<file path="src/rtl/residual_add_relu_sync_if.sv">
// Pixel bus for the residual join stage.
//   master: drives the main/skip pixel streams, observes the result stream.
//   slave : the residual_add_relu_sync block.
interface residual_add_relu_sync_if #(
  parameter int unsigned DATA_WIDTH = 32
);
  logic                  valid_main;
  logic [DATA_WIDTH-1:0] pxl_main;
  logic                  valid_skip;
  logic [DATA_WIDTH-1:0] pxl_skip;
  logic [DATA_WIDTH-1:0] pxl_out;
  logic                  valid_out;
  logic                  frame_done;
  logic                  overflow;

  modport master (
    output valid_main, pxl_main, valid_skip, pxl_skip,
    input  pxl_out, valid_out, frame_done, overflow
  );

  modport slave (
    input  valid_main, pxl_main, valid_skip, pxl_skip,
    output pxl_out, valid_out, frame_done, overflow
  );
endinterface

</file>
<file path="src/rtl/residual_add_relu_sync.sv">
// Residual join for a bottleneck block: aligns main and shortcut streams with
// two FIFOs, adds paired pixels in FP32 and applies ReLU.
//   clk, reset : clock, asynchronous active-high reset
//   bus (slave): valid_main/pxl_main, valid_skip/pxl_skip in;
//                pxl_out/valid_out, frame_done pulse, sticky overflow out.
// The adder is single precision, so DATA_WIDTH must stay 32.

// Synchronous FIFO, not first-word-fall-through: rd_data_c shows the head word,
// which the reader registers on the same edge it pops.
module residual_fifo #(
  parameter int unsigned DEPTH = 16,
  parameter int unsigned WIDTH = 32
) (
  input  logic             clk,
  input  logic             reset,
  input  logic             wr_valid,
  input  logic [WIDTH-1:0] wr_data,
  input  logic             rd_en,
  output logic [WIDTH-1:0] rd_data_c,
  output logic             empty_c,
  output logic             full_c
);
  localparam int unsigned AW = $clog2(DEPTH);
  localparam int unsigned CW = AW + 1;

  logic [WIDTH-1:0] mem [DEPTH];
  logic [AW-1:0]    wr_ptr;
  logic [AW-1:0]    rd_ptr;
  logic [CW-1:0]    count;
  logic             wr_en;

  // Full is judged on the registered count, so a concurrent pop never frees a slot early.
  assign full_c    = (count == CW'(DEPTH));
  assign empty_c   = (count == '0);
  assign wr_en     = wr_valid && !full_c;
  assign rd_data_c = mem[rd_ptr];

  // Storage array, no reset needed.
  always_ff @(posedge clk) begin
    if (wr_en) mem[wr_ptr] <= wr_data;
  end

  // Pointers and occupancy.
  always_ff @(posedge clk or posedge reset) begin
    if (reset) begin
      wr_ptr <= '0;
      rd_ptr <= '0;
      count  <= '0;
    end else begin
      if (wr_en) wr_ptr <= wr_ptr + AW'(1);
      if (rd_en) rd_ptr <= rd_ptr + AW'(1);
      unique case ({wr_en, rd_en})
        2'b10:   count <= count + CW'(1);
        2'b01:   count <= count - CW'(1);
        default: ;
      endcase
    end
  end
endmodule

// FP32 add/subtract, round-to-nearest-even, one register stage.
module fp_add_sub (
  input  logic        clk,
  input  logic        reset,
  input  logic        valid_in,
  input  logic        op_sub,
  input  logic [31:0] in_a,
  input  logic [31:0] in_b,
  output logic        valid_out,
  output logic [31:0] out
);
  function automatic logic [31:0] fp_add(input logic [31:0] a, input logic [31:0] b);
    logic [31:0] x, y, res;
    logic        eff_sub, sticky, rup;
    logic [7:0]  ex_f, ey_f;
    logic [8:0]  ex, ey, d, lim, sh, e, e_out;
    logic [4:0]  sh_r, lz;
    logic [26:0] mx, my, my_sh, lost_mask, norm;
    logic [27:0] sum;
    logic [24:0] rnd;
    logic [22:0] mant;
    // Order operands by magnitude so the alignment shift is never negative.
    x       = (a[30:0] >= b[30:0]) ? a : b;
    y       = (a[30:0] >= b[30:0]) ? b : a;
    eff_sub = x[31] ^ y[31];
    ex_f    = x[30:23];
    ey_f    = y[30:23];
    ex      = (ex_f == 8'd0) ? 9'd1 : {1'b0, ex_f};
    ey      = (ey_f == 8'd0) ? 9'd1 : {1'b0, ey_f};
    mx      = {(ex_f != 8'd0), x[22:0], 3'b000};
    my      = {(ey_f != 8'd0), y[22:0], 3'b000};
    // Align the smaller operand; bits shifted out collapse into the sticky bit.
    d         = ex - ey;
    sh_r      = (d > 9'd26) ? 5'd27 : d[4:0];
    lost_mask = ~(27'h7FFFFFF << sh_r);
    sticky    = |(my & lost_mask);
    my_sh     = (my >> sh_r) | {26'd0, sticky};
    sum       = eff_sub ? ({1'b0, mx} - {1'b0, my_sh}) : ({1'b0, mx} + {1'b0, my_sh});
    // Normalise: carry-out shifts right, cancellation shifts left down to the subnormal floor.
    lz = 5'd27;
    for (int i = 0; i <= 26; i++) if (sum[i]) lz = 5'(26 - i);
    lim = ex - 9'd1;
    sh  = ({4'd0, lz} > lim) ? lim : {4'd0, lz};
    if (sum[27]) begin
      norm = {sum[27:2], sum[1] | sum[0]};
      e    = ex + 9'd1;
    end else begin
      norm = sum[26:0] << sh;
      e    = ex - sh;
    end
    rup = norm[2] & (norm[1] | norm[0] | norm[3]);
    rnd = {1'b0, norm[26:3]} + 25'(rup);
    if (rnd[24]) begin
      e_out = e + 9'd1;
      mant  = 23'd0;
    end else begin
      e_out = rnd[23] ? e : 9'd0;
      mant  = rnd[22:0];
    end
    if (e_out >= 9'd255) res = {x[31], 8'hFF, 23'd0};
    else                 res = {x[31], e_out[7:0], mant};
    if (sum == 28'd0) res = {x[31] & y[31], 31'd0};
    // Infinity and NaN operands bypass the datapath.
    if (ex_f == 8'hFF || ey_f == 8'hFF) begin
      if ((ex_f == 8'hFF && x[22:0] != 23'd0) || (ey_f == 8'hFF && y[22:0] != 23'd0))
        res = 32'h7FC00000;
      else if (ex_f == 8'hFF && ey_f == 8'hFF && eff_sub)
        res = 32'h7FC00000;
      else
        res = x;
    end
    return res;
  endfunction

  logic [31:0] sum_c;

  always_comb begin
    sum_c = fp_add(in_a, {in_b[31] ^ op_sub, in_b[30:0]});
  end

  always_ff @(posedge clk or posedge reset) begin
    if (reset) begin
      valid_out <= 1'b0;
      out       <= '0;
    end else begin
      valid_out <= valid_in;
      if (valid_in) out <= sum_c;
    end
  end
endmodule

module residual_add_relu_sync #(
  parameter int unsigned DATA_WIDTH   = 32,
  parameter int unsigned IMAGE_WIDTH  = 64,
  parameter int unsigned IMAGE_HEIGHT = 64,
  parameter int unsigned CHANNEL_NUM  = 1024,
  parameter int unsigned FIFO_DEPTH   = 16,
  parameter int unsigned FRAME_SIZE   = IMAGE_WIDTH * IMAGE_HEIGHT * CHANNEL_NUM
) (
  input  logic                     clk,
  input  logic                     reset,
  residual_add_relu_sync_if.slave  bus
);
  localparam int unsigned CNT_W = (FRAME_SIZE > 1) ? $clog2(FRAME_SIZE) : 1;

  logic [DATA_WIDTH-1:0] main_head_c, skip_head_c;
  logic                  main_empty_c, skip_empty_c, main_full_c, skip_full_c;
  logic                  pop_c;
  logic [DATA_WIDTH-1:0] pair_main, pair_skip;
  logic                  pair_valid;
  logic [DATA_WIDTH-1:0] add_sum;
  logic                  add_valid;
  logic [CNT_W-1:0]      pix_cnt;
  logic                  last_c;
  logic [DATA_WIDTH-1:0] pxl_out_q;
  logic                  valid_out_q, frame_done_q, overflow_q;

  residual_fifo #(.DEPTH(FIFO_DEPTH), .WIDTH(DATA_WIDTH)) u_fifo_main (
    .clk       (clk),
    .reset     (reset),
    .wr_valid  (bus.valid_main),
    .wr_data   (bus.pxl_main),
    .rd_en     (pop_c),
    .rd_data_c (main_head_c),
    .empty_c   (main_empty_c),
    .full_c    (main_full_c)
  );

  residual_fifo #(.DEPTH(FIFO_DEPTH), .WIDTH(DATA_WIDTH)) u_fifo_skip (
    .clk       (clk),
    .reset     (reset),
    .wr_valid  (bus.valid_skip),
    .wr_data   (bus.pxl_skip),
    .rd_en     (pop_c),
    .rd_data_c (skip_head_c),
    .empty_c   (skip_empty_c),
    .full_c    (skip_full_c)
  );

  // A pair issues whenever both branches have a word waiting.
  assign pop_c = !main_empty_c && !skip_empty_c;

  // Pair register feeding the adder.
  always_ff @(posedge clk or posedge reset) begin
    if (reset) begin
      pair_valid <= 1'b0;
      pair_main  <= '0;
      pair_skip  <= '0;
    end else begin
      pair_valid <= pop_c;
      if (pop_c) begin
        pair_main <= main_head_c;
        pair_skip <= skip_head_c;
      end
    end
  end

  // Sticky overflow: any strobe that meets a full FIFO loses its word.
  always_ff @(posedge clk or posedge reset) begin
    if (reset) overflow_q <= 1'b0;
    else if ((bus.valid_main && main_full_c) || (bus.valid_skip && skip_full_c))
      overflow_q <= 1'b1;
  end

  fp_add_sub u_add (
    .clk       (clk),
    .reset     (reset),
    .valid_in  (pair_valid),
    .op_sub    (1'b0),
    .in_a      (pair_main),
    .in_b      (pair_skip),
    .valid_out (add_valid),
    .out       (add_sum)
  );

  assign last_c = (pix_cnt == CNT_W'(FRAME_SIZE - 1));

  // ReLU register and frame pixel counter; any sign-set sum becomes +0.
  always_ff @(posedge clk or posedge reset) begin
    if (reset) begin
      pxl_out_q    <= '0;
      valid_out_q  <= 1'b0;
      frame_done_q <= 1'b0;
      pix_cnt      <= '0;
    end else begin
      valid_out_q  <= add_valid;
      frame_done_q <= add_valid && last_c;
      if (add_valid) begin
        pxl_out_q <= add_sum[DATA_WIDTH-1] ? '0 : add_sum;
        pix_cnt   <= last_c ? '0 : pix_cnt + CNT_W'(1);
      end
    end
  end

  assign bus.pxl_out    = pxl_out_q;
  assign bus.valid_out  = valid_out_q;
  assign bus.frame_done = frame_done_q;
  assign bus.overflow   = overflow_q;
endmodule

</file>
<file path="src/flat_wrapper.sv">
// flat-port wrapper written by rule: the top's interface ports become plain ports
module residual_add_relu_sync_flat 
#(
  parameter int unsigned DATA_WIDTH   = 32,
  parameter int unsigned IMAGE_WIDTH  = 64,
  parameter int unsigned IMAGE_HEIGHT = 64,
  parameter int unsigned CHANNEL_NUM  = 1024,
  parameter int unsigned FIFO_DEPTH   = 16,
  parameter int unsigned FRAME_SIZE   = IMAGE_WIDTH * IMAGE_HEIGHT * CHANNEL_NUM
)
  (clk, reset, bus_valid_main, bus_pxl_main, bus_valid_skip, bus_pxl_skip, bus_pxl_out, bus_valid_out, bus_frame_done, bus_overflow);
  residual_add_relu_sync_if #(.DATA_WIDTH(DATA_WIDTH)) bus_i ();
  input  logic clk;
  input  logic reset;
  input wire logic [$bits(bus_i.valid_main)-1:0] bus_valid_main;
  input wire logic [$bits(bus_i.pxl_main)-1:0] bus_pxl_main;
  input wire logic [$bits(bus_i.valid_skip)-1:0] bus_valid_skip;
  input wire logic [$bits(bus_i.pxl_skip)-1:0] bus_pxl_skip;
  output wire logic [$bits(bus_i.pxl_out)-1:0] bus_pxl_out;
  output wire logic [$bits(bus_i.valid_out)-1:0] bus_valid_out;
  output wire logic [$bits(bus_i.frame_done)-1:0] bus_frame_done;
  output wire logic [$bits(bus_i.overflow)-1:0] bus_overflow;
  assign bus_i.valid_main = bus_valid_main;
  assign bus_i.pxl_main = bus_pxl_main;
  assign bus_i.valid_skip = bus_valid_skip;
  assign bus_i.pxl_skip = bus_pxl_skip;
  assign bus_pxl_out = bus_i.pxl_out;
  assign bus_valid_out = bus_i.valid_out;
  assign bus_frame_done = bus_i.frame_done;
  assign bus_overflow = bus_i.overflow;
  residual_add_relu_sync #(.DATA_WIDTH(DATA_WIDTH), .IMAGE_WIDTH(IMAGE_WIDTH), .IMAGE_HEIGHT(IMAGE_HEIGHT), .CHANNEL_NUM(CHANNEL_NUM), .FIFO_DEPTH(FIFO_DEPTH), .FRAME_SIZE(FRAME_SIZE)) u_core (.clk(clk), .reset(reset), .bus(bus_i));
endmodule
</file>
<file path="config.mk">
export PLATFORM = sky130hd
export DESIGN_NAME = residual_add_relu_sync_flat
export DESIGN_NICKNAME = d
export VERILOG_FILES = /design/src/rtl/residual_add_relu_sync_if.sv /design/src/rtl/residual_add_relu_sync.sv /design/src/flat_wrapper.sv
export SDC_FILE = /design/constraint.sdc
export NUM_CORES = 2
export LEC_CHECK = 0
export ABC_AREA = 0
export BUFFER_PORTS_ARGS = -buffer_cell sky130_fd_sc_hd__buf_2
export CELL_PAD_IN_SITES_DETAIL_PLACEMENT = 1
export CELL_PAD_IN_SITES_GLOBAL_PLACEMENT = 1
export CORE_MARGIN = 2
export CORE_UTILIZATION = 50
export DETAILED_ROUTE_END_ITERATION = 7
export PLACE_DENSITY = 0.75
export SYNTH_ARGS = -nofsm -noshare
export SYNTH_HDL_FRONTEND = slang
export SYNTH_HIERARCHICAL = 1
export SYNTH_SLANG_ARGS = --single-unit
</file>
<file path="constraint.sdc">
create_clock -name clk -period 30.9 [get_ports clk]
set_input_delay 0 -clock clk [delete_from_list [all_inputs] [get_ports clk]]
set_output_delay 0 -clock clk [all_outputs]
set_load 0.02 [all_outputs]
</file>
After elaboration in Yosys (flattened, before gate mapping)
Memories as Yosys holds them, arrays and structs flattened. A register that Yosys moved wholly into a read port is not among the register bits. Cells that the tools add are included.

Add/subtract/negate cells: 17. Magnitude comparators: 4. Eq/ne operators: 9. Shift operators: 3. Muxes and demuxes: 52. Bitwise logic cells: 9. Reduce and logical (&&, ||, !) cells: 29.

Operators by type and width (count): $mux W32 (6); $mux W5 (27); $mux W31 (2); $reduce_bool A23 Y1 (2); $mux W9 (4); $ge A31 B31 Y1 (1); $add A27 B27 Y28 (1); $logic_not A28 Y1 (1); $mux W28 (1); $sub A27 B27 Y28 (1); $and A27 B27 Y27 (1); $mux W27 (1); $not A27 Y27 (1); $or A27 B1 Y27 (1); $reduce_or A27 Y1 (1); $shl A27 B5 Y27 const A (1); $shl A27 B9 Y27 (1); $shr A27 B5 Y27 (1); $add A24 B1 Y25 (1); $mux W23 (1); $add A22 B1 Y22 const B (1); $eq A22 B22 Y1 const B (1); $mux W22 (1); $pmux W5 S2 (2); other kinds (27) (62).

Flip-flop bits (word level): 117. RAM bits: 1024. Memories kept: 2.

Memory list: u_core.u_fifo_main.mem (words 16, bits a word 32, read ports 1, clocked after Yosys merged registers in 1, wr ports 1, line residual_add_relu_sync.sv:26) `logic [WIDTH-1:0] mem [DEPTH];`; u_core.u_fifo_skip.mem (words 16, bits a word 32, read ports 1, clocked after Yosys merged registers in 1, wr ports 1, line residual_add_relu_sync.sv:26).

Longest topological paths before layout
Word-level depth: 55. Depth in mapped cells: 89.

Modules after synthesis
The synthesis kept the hierarchy.

By module, submodules not included: residual_fifo (instances 2, cells an instance 875, area an instance 19931.6 um2); fp_add_sub (instances 1, cells an instance 2268, area an instance 14829.2 um2); residual_add_relu_sync (instances 1, cells an instance 388, area an instance 4805.9 um2).

Worst setup path after synthesis
OpenSTA, ideal clock, no wires.

Kind: flip-flop to flip-flop. Start: register u_core.pair_skip[27], read port of u_core.u_fifo_skip.mem. End: register u_core.u_add.out[14]. Library setup time: 0.104 ns. Arrival: 16.599 ns. Data required time: 30.796 ns. Path slack: 14.197 ns. Stages on the path, launching flop included: 84. Buffers on the path: 11. Period minus slack after synthesis: 16.703 ns. Cells stage by stage: dfrtp_1 inv_1 ha_1 nand2_1 nor3_4 a221oi_2 nand4_1 nor2_1 buf_4 buf_4 buf_2 buf_1 clkbuf_1 nand2_1 o211ai_1 ha_1 inv_1 fa_1 [48 not listed] buf_2 buf_2 ha_1 and3_1 ha_1 a21o_1 a21oi_1 o21bai_1 maj3_1 maj3_1 a21oi_1 xnor2_1 nand2b_1 o31a_1 a21oi_4 nand2_2 buf_6 o41ai_2.

Word-level cells in the longest chain between the ends: 55. Elaborated cells on any way between the ends: 83.

RTL lines: from (decl) (line residual_add_relu_sync.sv:169) `logic [DATA_WIDTH-1:0] pair_main, pair_skip;`; $ge A31 B31 Y1 (line residual_add_relu_sync.sv:83, residual_add_relu_sync.sv:84); $mux W32, on equally long branches (line residual_add_relu_sync.sv:83, residual_add_relu_sync.sv:84); $logic_not A8 Y1, on equally long branches (line residual_add_relu_sync.sv:88, residual_add_relu_sync.sv:89); $mux W8, on equally long branches (line residual_add_relu_sync.sv:88, residual_add_relu_sync.sv:89); $sub A8 B8 Y9 (line residual_add_relu_sync.sv:93) `d = ex - ey;`; $gt A9 B5 Y1 (line residual_add_relu_sync.sv:94) `sh_r = (d > 9'd26) ? 5'd27 : d[4:0];`; $mux W5 (line residual_add_relu_sync.sv:94); $shl A27 B5 Y27 (line residual_add_relu_sync.sv:95) `lost_mask = ~(27'h7FFFFFF << sh_r);`; [39 not listed]; $and A1 B1 Y1 (line residual_add_relu_sync.sv:111) `rup = norm[2] & (norm[1] | norm[0] | norm[3]);`; $add A24 B1 Y25 (line residual_add_relu_sync.sv:112) `rnd = {1'b0, norm[26:3]} + 25'(rup);`; $mux W9 (line residual_add_relu_sync.sv:117) `e_out = rnd[23] ? e : 9'd0;`; $mux W9 (line residual_add_relu_sync.sv:113) `if (rnd[24]) begin`; $ge A9 B8 Y1 (line residual_add_relu_sync.sv:120) `if (e_out >= 9'd255) res = {x[31], 8'hFF, 23'd0};`; $mux W31 (line residual_add_relu_sync.sv:120); $mux W32 (line residual_add_relu_sync.sv:122) `if (sum == 28'd0) res = {x[31] & y[31], 31'd0};`; $mux W32 * (line residual_add_relu_sync.sv:124) `if (ex_f == 8'hFF || ey_f == 8'hFF) begin`; to (signal assigned) (line residual_add_relu_sync.sv:147) `if (valid_in) out <= sum_c;`; to (decl) (line residual_add_relu_sync.sv:70) `output logic [31:0] out`.

Mark *: on every way between the ends. The rest lies on a longest branch, timed or not. A chain may end at the register's enable or synchronous reset.

Worst setup path in the final report
Start: register u_core.pair_skip[8], read port of u_core.u_fifo_skip.mem. End: register u_core.u_add.out[6].

Same word-level chain as after synthesis.

==> metrics.md <==
| Metric | Value |
|---|---|
| Final Hold Viols | `0` |
| Reg clk slew, reported paths | `0.07 ns` |
| Final setup vio count | `0` |
| Most used cell, CP | `a21oi_1` |
| Outcome | `complete, no violations` |
| FF-to-FF path depth | `73` |
| Sequential-to-total area share from yosys stat | `59.3%` |
| Post-CTS setup buffers | `0` |
| Worst setup EP type | `register` |
| Resized Gates After CTS | `0` |
| Crit-path max cell delay | `0.80 ns` |
| Pre-antenna DRT Iters | `6` |
| Vias in the first global route | `42600` |
| DP HPWL | `124000 um` |
| Area Overhead vs Synth | `11.4%` |
| Layout filler cell count | `11500` |
| Avg Inst Size Synth | `13.5 um2` |
| Most frequent cells after synthesis | `1024 x edfxtp_1, 354 x nand2_1, 277 x nor2_1` |
| # IOs | `103` |
| Fin util | `56.1%` |
| Largest net degree at the start of global routing | `69` |
| CTS Hold Buffers Added | `68` |
| Relative slew slack | `14.9%` |
| Slew Limit Fails | `0` |
| R2r setup slk | `9.41 ns` |
| Fmax | `46.5 MHz` |
| Die Wd | `349 um` |
| Synth top area share | `51.7%` |
| Inst Count DP | `5894` |
| Num CTS Buffers | `116` |
| Global-route wire length before repair | `283000 um` |
| Final Wtd Congestion | `0.998` |
| Drt first-iter violations | `4144` |
| Mapped Area | `59500 um2` |
| Critical Path Fanout Max | `39` |
| Max-cap violations | `0` |
| Nets@finish | `4735` |
| Remaining DRCs | `0` |
| Fin crit share | `69.5%` |
| Type of origin of the critical path | `register` |
| CTS tree | `built` |
| Worst path bufs/invs | `9` |
| Reg-to-reg startpoint | `u_core/pair_skip[8]$_DFFE_PP0P_` |
| Final Instance Count excl. Fillers | `6188` |
| Synth area leader | `edfxtp_1` |
| Placement row count | `126` |
| Worst slew pin tran | `1.26 ns` |
| Root buf cell | `clkbuf_16` |
| Final Critical Period | `21.49 ns` |
| RSZ-0062 raised after global routing | `no` |
| Synthesized instance count | `4406` |
| Top-count cell post-synth | `edfxtp_1` |
| Via count | `41400` |
| CP max-delay cell | `a2111oi_0` |
| Asr flop ratio synth | `15.0%` |
| Setup WS pre-CTS | `10.20 ns` |
| HP Class | `input port to async pin` |
| Data required, critical path | `31.51 ns` |
| Yosys reg bits | `1204` |
| Die area | `122000 um2` |
| Crit path DAT | `22.10 ns` |
| Layout cell share with drive strength beyond 1 | `18.4%` |
| Die Y | `349 um` |
| Vias per cell | `6.69` |
| Total GRT Usage | `31.3%` |
| Number of synthesized flops with an enable pin | `1024` |
| Initial antenna violation count | `13` |
| Total grt overflow | `0` |
| Crit path kind | `register to register` |
| Most used flip-flop cell after synthesis | `edfxtp_1` |
| IO buf count | `101` |
| Total Wirelength | `191000 um` |
| Core Region | `118000 um2` |
| Final WS setup | `9.41 ns` |
| Wire per inst | `30.9 um` |
| Remaining antenna violation count after routing | `0` |
| Starting Density | `50.4%` |
| Crit Reg-Reg Endpoint | `u_core/u_add/out[6]$_DFFE_PP0P_` |
| Ranking of synthesized cells by area | `edfxtp_1 52%, mux4_2 10%, dfrtp_1 7.6%, ha_1 2.5%, nand2_1 2.2%` |
| Clock sinks | `1204` |
| Clk_lat worst skew | `0.74 ns` |
| Setup tns final | `0 ns` |
| Clock Skew | `0.0638 ns` |
| CP top delay family | `compound AO/OA/AOI/OAI gates` |
| H-Tree Level Count | `3` |
| Max clock buf depth | `3` |
| Netlist cell types | `123` |
| Synth warnings | `6` |
## final cells by class
type	count	area, um2	share of cell area, %
clock buffers	148	3060	4.62
repair buffers	269	1940	2.92
well taps	1536	1920	2.90
clock inverters	70	681	1.03
flip-flops and latches	1204	35300	53.2
multi-input cells	2787	22700	34.3
inverters	166	631	0.952
diodes	8	20.0	0.0302
## worst max-delay path by stage
stage | start | endpoint | slack, ns | cells past startpoint
after floorplan | u_core/pair_skip[27]$_DFFE_PP0P_ | u_core/u_add/out[14]$_DFFE_PP0P_ | 14.20 | 83
final | u_core/pair_skip[8]$_DFFE_PP0P_ | u_core/u_add/out[6]$_DFFE_PP0P_ | 9.41 | 73
after CTS | u_core/pair_skip[8]$_DFFE_PP0P_ | u_core/u_add/out[6]$_DFFE_PP0P_ | 10.12 | 73
after global placement | u_core/pair_skip[8]$_DFFE_PP0P_ | u_core/u_add/out[22]$_DFFE_PP0P_ | 10.84 | 73
after detailed placement | u_core/pair_skip[8]$_DFFE_PP0P_ | u_core/u_add/out[6]$_DFFE_PP0P_ | 10.20 | 73
after global routing | u_core/pair_skip[8]$_DFFE_PP0P_ | u_core/u_add/out[6]$_DFFE_PP0P_ | 8.04 | 75
## cells in the final DEF, fill, tap and decap left out, types with 101 or more instances in the layout
| cell | count |
|---|---|
| a21oi_1 | 248 |
| a22oi_1 | 141 |
| buf_2 | 101 |
| clkbuf_16 | 116 |
| dfrtp_1 | 176 |
| edfxtp_1 | 1024 |
| ha_1 | 119 |
| inv_1 | 160 |
| mux4_2 | 267 |
| nand2_1 | 354 |
| nand3_1 | 111 |
| nor2_1 | 249 |
| o21ai_0 | 168 |
## worst register-to-register path: cells and delay by family, from the launching register on
| kind | cells | cell delay, ns |
|---|---|---|
| AO/OA/AOI/OAI | 38 | 10.88 |
| AND/OR/NAND/NOR | 18 | 5.41 |
| buffers and inverters | 9 | 2.47 |
| adder cells (fa/ha/maj) | 6 | 1.73 |
| multiplexers | 2 | 0.48 |
| flip-flops | 1 | 0.38 |
## flip-flops by register name, summed over array words and instances, names as in the netlist
register,cells
u_core/u_fifo_main/wr_ptr,4
u_core/u_fifo_main/rd_ptr,4
u_core/bus.frame_done,1
u_core/u_add/valid_out,1
u_core/u_fifo_skip/count,5
u_core/bus.overflow,1
u_core/u_add/out,32
u_core/bus.pxl_out,31
u_core/bus.valid_out,1
u_core/u_fifo_skip/rd_ptr,4
u_core/u_fifo_skip/mem,512
u_core/pair_main,32
u_core/pair_valid,1
u_core/pair_skip,32
u_core/u_fifo_skip/wr_ptr,4
u_core/pix_cnt,22
u_core/u_fifo_main/mem,512
u_core/u_fifo_main/count,5
## stage by stage
stage | cell area, um2 | hold WS, ns
2_1_floorplan | 59500 | -0.123
3_3_place_gp | 61800 | 0.254
3_5_place_dp | 61800 | 0.260
4_1_cts | 66200 | 0.0506
5_1_grt | 66200 | 0.0803
6_report | 66300 | 0.0739
## kinds of logic (layout without fill, tap and decap cells)
logic type               count (synthesis)  after routing  synth area share, %
flip-flops                            1204           1204                 59.3
AND/OR/NAND/NOR                       1143           1143                 9.37
AO/OA/AOI/OAI                         1043           1043                 12.1
buffers and inverters                  416            653                 3.06
multiplexers                           383            383                 12.2
adder cells (fa/ha/maj)                127            127                 2.69
XOR/XNOR                                89             89                 1.31
other                                    1             10              0.00630
## metal layers
layer	routed length, um	track usage (%)	share of wire (%)	vias up
li1	-	-	-	17600
met5	98	0	0.051	-
met2	92300	51.4	48	2013
met4	8760	13.5	4.6	12
met3	14700	4.71	7.7	485
met1	75400	41.6	39	21300
Power is left out: the tool's default activity adds up to more than one toggle a clock period on the data nets, which glitch-free logic cannot reach.
